`config.mk`:
```
export PLATFORM = sky130hd
export DESIGN_NAME = mux_rr_arb
export DESIGN_NICKNAME = d
export VERILOG_FILES = /design/src/rtl/mux_pkg.sv /design/src/rtl/rr_arbiter.sv /design/src/rtl/mux_rr_arb.sv
export SDC_FILE = /design/constraint.sdc
export NUM_CORES = 1
export LEC_CHECK = 0
export ABC_AREA = 1
export CAP_MARGIN = 10
export CORE_ASPECT_RATIO = 1.1
export CORE_MARGIN = 2
export CORE_UTILIZATION = 35
export DETAILED_ROUTE_END_ITERATION = 10
export SETUP_SLACK_MARGIN = 0.4
export SYNTH_ARGS = -nofsm -noshare
export SYNTH_HDL_FRONTEND = slang
export SYNTH_SLANG_ARGS = --single-unit
```
`constraint.sdc`:
```
create_clock -name clk -period 3 [get_ports clk]
set_input_delay 0.75 -clock clk [delete_from_list [all_inputs] [get_ports clk]]
set_output_delay 0.75 -clock clk [all_outputs]
set_load 0.02 [all_outputs]
```
`src/rtl/mux_pkg.sv`:
```
// Shared constants and helpers for the round-robin / fixed-priority output multiplexer.
package mux_pkg;

   localparam int ARB_RR    = 0;
   localparam int ARB_FIXED = 1;

   function automatic int clog2(input int value);
      int result;
      result = 0;
      while ((1 << result) < value) result++;
      return result;
   endfunction

endpackage

```
`src/rtl/rr_arbiter.sv`:
```
// Grant selection over a request vector; owns the last-grant pointer used for round-robin.
module rr_arbiter
   import mux_pkg::*;
#(
   parameter int NUM_CH   = 4,
   parameter int ARB_MODE = ARB_RR,
   localparam int SEL_W   = (clog2(NUM_CH) > 1) ? clog2(NUM_CH) : 1
) (
   input  logic              clk,
   input  logic              rst,
   input  logic [NUM_CH-1:0] req,
   input  logic              advance,
   output logic [NUM_CH-1:0] grant,
   output logic [SEL_W-1:0]  grant_idx
);

   logic [SEL_W-1:0] last_grant_q;
   logic [SEL_W-1:0] last_grant_d;
   logic [SEL_W-1:0] start_idx;
   logic             found;
   int               idx;

   // Search begins one past the last winner; fixed priority always begins at channel 0.
   always_comb begin
      grant     = '0;
      grant_idx = '0;
      found     = 1'b0;
      idx       = 0;
      if (ARB_MODE == ARB_FIXED || last_grant_q == SEL_W'(NUM_CH - 1)) begin
         start_idx = '0;
      end else begin
         start_idx = last_grant_q + 1'b1;
      end
      for (int i = 0; i < NUM_CH; i++) begin
         idx = int'(start_idx) + i;
         if (idx >= NUM_CH) idx = idx - NUM_CH;
         if (!found && req[idx]) begin
            found      = 1'b1;
            grant[idx] = 1'b1;
            grant_idx  = SEL_W'(idx);
         end
      end
   end

   always_comb begin
      last_grant_d = last_grant_q;
      if (advance) last_grant_d = grant_idx;
   end

   always_ff @(posedge clk) begin
      if (rst) begin
         last_grant_q <= SEL_W'(NUM_CH - 1);
      end else begin
         last_grant_q <= last_grant_d;
      end
   end

endmodule

```
`src/rtl/mux_rr_arb.sv`:
```
// N:1 registered multiplexer with valid/ready handshaking and internal arbitration.
// Valid/ready: a beat transfers on any cycle where valid and ready are both high.
module mux_rr_arb
   import mux_pkg::*;
#(
   parameter int NUM_CH   = 4,
   parameter int DW       = 2,
   parameter int ARB_MODE = ARB_RR,
   localparam int SEL_W   = (clog2(NUM_CH) > 1) ? clog2(NUM_CH) : 1
) (
   input  logic                 clk,
   input  logic                 rst,
   input  logic [NUM_CH-1:0]    in_valid,
   input  logic [NUM_CH*DW-1:0] in_data,
   output logic [NUM_CH-1:0]    in_ready,
   output logic                 out_valid,
   output logic [DW-1:0]        out_data,
   output logic [SEL_W-1:0]     out_sel,
   input  logic                 out_ready
);

   logic              accept;
   logic              hs_in;
   logic [NUM_CH-1:0] grant;
   logic [SEL_W-1:0]  grant_idx;
   logic [DW-1:0]     sel_data;

   logic              out_valid_q, out_valid_d;
   logic [DW-1:0]     out_data_q, out_data_d;
   logic [SEL_W-1:0]  out_sel_q, out_sel_d;

   // The register can load when empty or when its beat leaves this same cycle.
   assign accept   = !out_valid_q || out_ready;
   assign in_ready = (accept && !rst) ? grant : '0;
   assign hs_in    = |(in_valid & in_ready);

   rr_arbiter #(
      .NUM_CH   (NUM_CH),
      .ARB_MODE (ARB_MODE)
   ) u_arb (
      .clk       (clk),
      .rst       (rst),
      .req       (in_valid),
      .advance   (hs_in),
      .grant     (grant),
      .grant_idx (grant_idx)
   );

   always_comb begin
      sel_data = '0;
      for (int k = 0; k < NUM_CH; k++) begin
         if (grant[k]) sel_data = in_data[k*DW +: DW];
      end
   end

   always_comb begin
      out_valid_d = out_valid_q;
      out_data_d  = out_data_q;
      out_sel_d   = out_sel_q;
      if (hs_in) begin
         out_valid_d = 1'b1;
         out_data_d  = sel_data;
         out_sel_d   = grant_idx;
      end else if (out_valid_q && out_ready) begin
         out_valid_d = 1'b0;
      end
   end

   always_ff @(posedge clk) begin
      if (rst) begin
         out_valid_q <= 1'b0;
         out_data_q  <= '0;
         out_sel_q   <= '0;
      end else begin
         out_valid_q <= out_valid_d;
         out_data_q  <= out_data_d;
         out_sel_q   <= out_sel_d;
      end
   end

   assign out_valid = out_valid_q;
   assign out_data  = out_data_q;
   assign out_sel   = out_sel_q;

endmodule
```
# ---- Word level (Yosys, flattened, before mapping)
# Index checks and enable logic that the tools add are counted.
# Widths: inputs -> output; s select.
dict set report classes {
  muxes 43
  n_reduce_logical 17
  eq_ne 1
  addsub 8
  magnitude_cmp 12
  bitwise_logic 4
}
# cell count
set op_table {}
lappend op_table {{$ge 32x1->1 const B} 4}
lappend op_table {{$lt 32x4->1 const B} 4}
lappend op_table {{$mux 32} 4}
lappend op_table {{$ge 32x4->1 const B} 3}
lappend op_table {{$sub 32x4->32 const B} 3}
lappend op_table {{$mux 4} 5}
lappend op_table {{$mux 2} 9}
lappend op_table {{$mux 1} 17}
lappend op_table {{$or 4x4->4} 3}
lappend op_table {{$logic_and 1x1->1} 9}
lappend op_table {{$bmux 1 s2} 4}
lappend op_table {{$demux 1 s2} 4}
lappend op_table {{$add 2x2->3 const B} 2}
lappend op_table {{$logic_not 1->1} 5}
lappend op_table {{$and 4x4->4} 1}
lappend op_table {{$reduce_or 4->1} 1}
lappend op_table {{$sub 2x3->4 const B} 1}
lappend op_table {{$add 2x1->3 const B} 1}
lappend op_table {{$ge 2x3->1 const B} 1}
lappend op_table {{$add 2x1->2 const B} 1}
lappend op_table {{$eq 2x2->1 const B} 1}
lappend op_table {{$reduce_bool 2->1} 1}
lappend op_table {{$logic_or 1x1->1} 1}
dict set report totals {
  out_inout_bits 9
  regBits 7
}

# ---- Logic depth before layout (Yosys ltp)
dict set report logic_depth {
  word_depth 21
  mapped_depth 17
}

# ---- Modules after synthesis
# Synthesis repeated with hierarchy kept, for this count alone.
dict set report hier_totals {
  cells_unflattened 161
  hier_area_um2 957.2
}
# mod area_per_inst_um2 n_inst seq_area_each_um2 cells_each
set modules_own_cells {}
lappend modules_own_cells {rr_arbiter 603.1 1 40.0 101}
lappend modules_own_cells {mux_rr_arb 354.1 1 100.1 60}

# ---- Worst setup path after synthesis
# OpenSTA, ideal clock, no wires.
dict set report synth_timing {
  path_kind {register to output}
  from {reg u_arb.last_grant_q[0]}
  to {out in_ready[1]}
  arrival_time_ps 1866
  required_time_ps 2250
  path_buffers 0
  slack_ps 384
  stages_incl_launch_ff 11
  path_cell_list {dfxtp_1 inv_1 ha_1 inv_1 nand3_1 nand2_2 nor2_4 nand3b_1 nand3_1 inv_1 nor2_1}
}
dict set report synth_between {
  elab_chain_len 18
}
# element line_no
set synth_lines {}
lappend synth_lines {{from (decl)} rr_arbiter.sv:17} ;# logic [SEL_W-1:0] last_grant_q;
lappend synth_lines {{from (signal assigned)} rr_arbiter.sv:52} ;# last_grant_q <= SEL_W'(NUM_CH - 1);
lappend synth_lines {{from (signal assigned)} rr_arbiter.sv:54} ;# last_grant_q <= last_grant_d;
lappend synth_lines {{$add 2x1->2 / $eq 2x2->1 (equally long branches)} {rr_arbiter.sv:32, rr_arbiter.sv:29}}
lappend synth_lines {{$mux 2 (*)} rr_arbiter.sv:29} ;# if (ARB_MODE == ARB_FIXED || last_grant_q == SEL_W'(NUM_CH - 1)) begin
lappend synth_lines {{parallel branches: the longest is 14 deep, another holds $sub 32x4->32} n/a}
lappend synth_lines {{$mux 4 (*)} rr_arbiter.sv:37} ;# if (!found && req[idx]) begin
lappend synth_lines {{$mux 4 (*)} mux_rr_arb.sv:34} ;# assign in_ready = (accept && !rst) ? grant : '0;
lappend synth_lines {{to (decl)} mux_rr_arb.sv:15} ;# output logic [NUM_CH-1:0] in_ready,
# Mark *: on every way between the ends. The select of a mux whose other input is x is not followed.

# ---- Worst setup path after layout
dict set report layout_timing {
  from {in in_valid[0]}
  to {reg out_data_q[1] (netlist: out_data[1])}
}
dict set report layout_between {
  elab_chain_len 17
}
# element line_no
set layout_lines {}
lappend layout_lines {{from (decl)} mux_rr_arb.sv:13} ;# input logic [NUM_CH-1:0] in_valid,
lappend layout_lines {{$bmux 1 s2} rr_arbiter.sv:37}
lappend layout_lines {{$mux 1 (not written as such) (2 in series)} rr_arbiter.sv:37}
lappend layout_lines {{$mux 1} rr_arbiter.sv:37}
lappend layout_lines {{$logic_not 1->1} rr_arbiter.sv:37}
lappend layout_lines {{$logic_and 1x1->1} rr_arbiter.sv:37}
lappend layout_lines {{$mux 1} rr_arbiter.sv:37}
lappend layout_lines {{$logic_not 1->1} rr_arbiter.sv:37}
lappend layout_lines {{$logic_and 1x1->1} rr_arbiter.sv:37}
lappend layout_lines {{$mux 1} rr_arbiter.sv:37}
lappend layout_lines {{$logic_not 1->1} rr_arbiter.sv:37}
lappend layout_lines {{$logic_and 1x1->1} rr_arbiter.sv:37}
lappend layout_lines {{$mux 4} rr_arbiter.sv:37}
lappend layout_lines {{$mux 2 (4 in series)} mux_rr_arb.sv:52} ;# if (grant[k]) sel_data = in_data[k*DW +: DW];
lappend layout_lines {{to (signal assigned)} mux_rr_arb.sv:76} ;# out_data_q <= out_data_d;
lappend layout_lines {{to (decl)} mux_rr_arb.sv:29} ;# logic [DW-1:0] out_data_q, out_data_d;
# Several ways; a longest one is shown, not always the timed one. The select of a mux whose other input is x is not followed.
# A chain may end at the register's enable or synchronous reset.

==> impl_metrics.xml <==
<?xml version="1.0" encoding="UTF-8"?>
<metrics>
  <group name="clock_tree">
    <metric name="cts_tree" unit="">done</metric>
    <metric name="cts.sink_count" unit="">7</metric>
    <metric name="ctsHtreeMaxLevel" unit="">1</metric>
    <metric name="clk_pin_slew" unit="ps">50</metric>
    <metric name="max-clock-path-buffers" unit="">2</metric>
    <metric name="clockRootBuffer" unit="">sky130_fd_sc_hd__clkbuf_4</metric>
    <metric name="cts_made_buffers" unit="">3</metric>
    <metric name="clk_latency" unit="ps">250</metric>
  </group>
  <group name="place">
    <metric name="dp_hpwl" unit="um">2300</metric>
    <metric name="port-buffer-count" unit="">23</metric>
    <metric name="gp_congestion" unit="">0.955</metric>
    <metric name="post_dp_cell_area" unit="um^2">1420</metric>
  </group>
  <group name="global_route">
    <metric name="gr-usage-all-layers" unit="">0.246</metric>
    <metric name="grt_start_max_net_pins" unit="">10</metric>
    <metric name="grt_antenna_before_repair" unit="">0</metric>
    <metric name="wire_length_of_the_first_global_routing_pass" unit="um">5610</metric>
    <metric name="grt_remaining_overflow" unit="">0</metric>
    <metric name="grt_pass1_vias" unit="">1346</metric>
  </group>
  <group name="logic_synthesis">
    <metric name="synth_enable_flop_cells" unit="">0</metric>
    <metric name="async_reset_ff_frac" unit="">0</metric>
    <metric name="synth_top_area_frac" unit="">0.177</metric>
    <metric name="post_synth_num_cell_types" unit="">20</metric>
    <metric name="postSynthRegisterBits" unit="">7</metric>
    <metric name="synth_cells" unit="">151</metric>
    <metric name="synth_largest_area_cell" unit="">sky130_fd_sc_hd__nand2_1</metric>
    <metric name="synth.top_cells.by_area" unit="">sky130_fd_sc_hd__nand2_1, sky130_fd_sc_hd__dfxtp_1, sky130_fd_sc_hd__inv_1</metric>
    <metric name="synth.yosys.seq_area_share" unit="">0.150</metric>
    <metric name="synth_ff_type" unit="">sky130_fd_sc_hd__dfxtp_1</metric>
    <metric name="netlist_area" unit="um^2">932</metric>
    <metric name="syn_nets" unit="">173</metric>
    <metric name="per_instance_average_area_after_synthesis" unit="um^2">6.17</metric>
    <metric name="yosysWarningCount" unit="">0</metric>
  </group>
  <group name="floorplan">
    <metric name="floorplan.rows" unit="">19</metric>
    <metric name="design.die.area" unit="um^2">3090</metric>
    <metric name="chipHeight" unit="um">58.1</metric>
    <metric name="die-width" unit="um">53.2</metric>
    <metric name="ios" unit="">24</metric>
    <metric name="effective_utilization_at_floorplan" unit="">0.370</metric>
    <metric name="core_area" unit="um^2">2520</metric>
  </group>
  <group name="final_layout">
    <metric name="layout.nets" unit="">254</metric>
    <metric name="layout.area.seq" unit="um^2">148</metric>
    <metric name="syn2layout_area_growth" unit="%">94.6</metric>
    <metric name="num-fill-cells" unit="">195</metric>
    <metric name="multi_input_area" unit="um^2">893</metric>
    <metric name="diodes" unit="">0</metric>
    <metric name="final_layout_size_suffix_gt1_frac" unit="">0.580</metric>
    <metric name="final_cell_area" unit="um^2">1810</metric>
  </group>
  <group name="route">
    <metric name="drt-pass1-iter-count" unit="">4</metric>
    <metric name="dr_total_vias" unit="">1365</metric>
    <metric name="routed_wire_length_per_instance" unit="um">15.0</metric>
    <metric name="count_of_unresolved_drc_violations_after_routing" unit="">0</metric>
    <metric name="antenna_left" unit="">0</metric>
    <metric name="drtIter0Drc" unit="">32</metric>
    <metric name="via_density" unit="">5.21</metric>
    <metric name="finalWirelength" unit="um">3930</metric>
  </group>
  <group name="setup_path">
    <metric name="cpMaxStageDelayCell" unit="">sky130_fd_sc_hd__clkdlybuf4s15_2</metric>
    <metric name="critPathCaptureType" unit="">flip-flop</metric>
    <metric name="timing_worst_setup_path_type" unit="">input port to flip-flop</metric>
    <metric name="cp_num_cells" unit="">21</metric>
    <metric name="crit_buf_inv" unit="">9</metric>
    <metric name="reg2regPathDepth" unit="">21</metric>
    <metric name="startpoint_type" unit="">input port</metric>
    <metric name="critPathMostFrequentCell" unit="">sky130_fd_sc_hd__buf_4</metric>
    <metric name="worst_path_dominant_cell_family" unit="">buffers and inverters</metric>
    <metric name="worstPathCellList" unit="">clkdlybuf4s15_2 &gt; inv_2 &gt; nand2_2 &gt; nand3_2 &gt; nand2_4 &gt; buf_4 &gt; nand2_1 &gt; nand2_1 &gt; inv_2 &gt; nand3_2 &gt; buf_4 &gt; buf_4 &gt; buf_4 &gt; buf_4 &gt; buf_4 &gt; nand3_1 &gt; nand2_2 &gt; nor2_4 &gt; nand2_1 &gt; nand2_1 &gt; nor2_1</metric>
    <metric name="cp_max_fo" unit="">5</metric>
    <metric name="crit_required" unit="ps">3140</metric>
    <metric name="critical-path-max-stage-delay" unit="ps">200</metric>
    <metric name="crit_arrival" unit="ps">2950</metric>
  </group>
  <group name="timing">
    <metric name="period_share" unit="">0.936</metric>
    <metric name="grt_setup_unrepaired" unit="">true</metric>
    <metric name="timing.slew.headroom" unit="">0.793</metric>
    <metric name="report.final.setup_viol" unit="">0</metric>
    <metric name="maxSlewViolCount" unit="">0</metric>
    <metric name="fmax" unit="MHz">356</metric>
    <metric name="hold_viol" unit="">0</metric>
    <metric name="shortest_period_the_worst_path_allows" unit="ps">2810</metric>
    <metric name="worst_margin_pin_slew" unit="ps">309</metric>
    <metric name="fin_worst_skew" unit="ps">0.449</metric>
    <metric name="hold_slack" unit="ps">481</metric>
  </group>
  <group name="pwr">
    <metric name="report.power.total" unit="W">0.00189</metric>
    <metric name="worst_ir_drop_vdd" unit="mV">0.626</metric>
    <metric name="p_per_area" unit="nW/um^2">1040</metric>
    <metric name="leakage" unit="nW">0.906</metric>
  </group>
  <group name="worst_hold_path">
    <metric name="hold-path-cell-count" unit="">2</metric>
    <metric name="hold_path_class" unit="">flip-flop to flip-flop</metric>
  </group>
  <group name="run">
    <metric name="max_cap_violations" unit="">0</metric>
  </group>
  <group name="outcome">
    <metric name="outcome" unit="">finished clean</metric>
  </group>
</metrics>
[synth_stat cells (3+ instances only)]
| library cell | n |
|---|---|
| sky130_fd_sc_hd__dfxtp_1 | 7 |
| sky130_fd_sc_hd__nand3_2 | 8 |
| sky130_fd_sc_hd__a21oi_1 | 11 |
| sky130_fd_sc_hd__nor2_1 | 6 |
| sky130_fd_sc_hd__ha_1 | 7 |
| sky130_fd_sc_hd__nand2_4 | 4 |
| sky130_fd_sc_hd__a31oi_1 | 3 |
| sky130_fd_sc_hd__inv_1 | 24 |
| sky130_fd_sc_hd__nand3_1 | 13 |
| sky130_fd_sc_hd__nand2_1 | 44 |
| sky130_fd_sc_hd__nand4_1 | 4 |
| sky130_fd_sc_hd__nor2_4 | 3 |
| sky130_fd_sc_hd__nand2_2 | 9 |
[layer usage]
metal / vias to the layer above / wire, um / share of wire / track usage
li1: 644 / - / - / -
met1: 624 / 1450 / 0.37 / 0.261
met2: 69 / 2070 / 0.53 / 0.439
met3: 28 / 192 / 0.049 / 0.0335
met4: 0 / 221 / 0.056 / 0.161
met5: - / 0 / 0 / 0
[worst paths after layout]
path,start,endpoint,slack (ps)
worst min-delay path,out_sel[0]$_SDFFE_PP0P_,out_sel[0]$_SDFFE_PP0P_,480
worst max register to register,u_arb.last_grant_q[0]$_SDFFE_PP1P_,out_data[1]$_SDFFE_PP0P_,200
worst min register to register,out_sel[0]$_SDFFE_PP0P_,out_sel[0]$_SDFFE_PP0P_,480
worst max-delay path,in_valid[0],out_data[1]$_SDFFE_PP0P_,190
[worst min-delay path, delay by kind of cell, from the launching register on]
family | cells | cell delay [ps]
compound gates | 1 | 50
flops | 1 | 310
simple gates | 1 | 70
[timing repair]
item	in CTS	in global routing
endpoints found under the setup margin	4	11
buffers inserted	19	5
resized for setup	74	21
hold buffers	0	0
cloned	0	1
pin swaps	24	27
[per-stage QoR]
stage                     TNS [ps]   util  setup WS, ps  instances
final                            0  0.720           192        262
after global routing             0  0.720          86.3        262
after floorplan                  0      -           417        151
after global placement       -1750  0.564          -463        233
after CTS                        0  0.670           277        256
after detailed placement     -1870  0.564          -479        233
[final cells by class]
| cell class | count | share of cell area |
|---|---|---|
| Multi-Input combinational cell | 119 | 0.492 |
| Tap cell | 31 | 0.0214 |
| Timing Repair Buffer | 75 | 0.335 |
| Sequential cell | 7 | 0.0814 |
| Clock buffer | 4 | 0.0145 |
| Inverter | 26 | 0.0552 |
[state kept, by name, summed over array words and instances, names as in the netlist]
| register | count |
|---|---|
| out_data | 2 |
| out_sel | 2 |
| out_valid | 1 |
| u_arb.last_grant_q | 2 |
[placed cells by master (no fill, tap or decap), types with 5 or more instances in the layout]
master	instances
sky130_fd_sc_hd__buf_4	53
sky130_fd_sc_hd__a21oi_1	8
sky130_fd_sc_hd__clkdlybuf4s50_1	15
sky130_fd_sc_hd__nand3_2	9
sky130_fd_sc_hd__nand3_1	9
sky130_fd_sc_hd__inv_2	11
sky130_fd_sc_hd__dfxtp_1	5
sky130_fd_sc_hd__nand2_4	7
sky130_fd_sc_hd__nor2_4	7
sky130_fd_sc_hd__nand2_1	28
sky130_fd_sc_hd__nand2_2	22
sky130_fd_sc_hd__inv_1	14
[logic make-up (layout without fill, tap and decap cells)]
family / Yosys count / after routing / synth area share
compound gates: 17 / 17 / 0.0993
simple gates: 94 / 95 / 0.552
fa+ha+maj: 7 / 7 / 0.0940
flops: 7 / 7 / 0.150
buf+inv: 26 / 105 / 0.105
[report_power, final]
group / internal, W / leakage, nW / switching, W
sequential: 0.000133 / 0.0574 / 0.0000319
combinational: 0.000752 / 0.833 / 0.000891
clock: 0.0000506 / 0.0150 / 0.0000321
total: 0.000936 / 0.906 / 0.000955
Note: power is estimated with default switching activity, not from simulation.
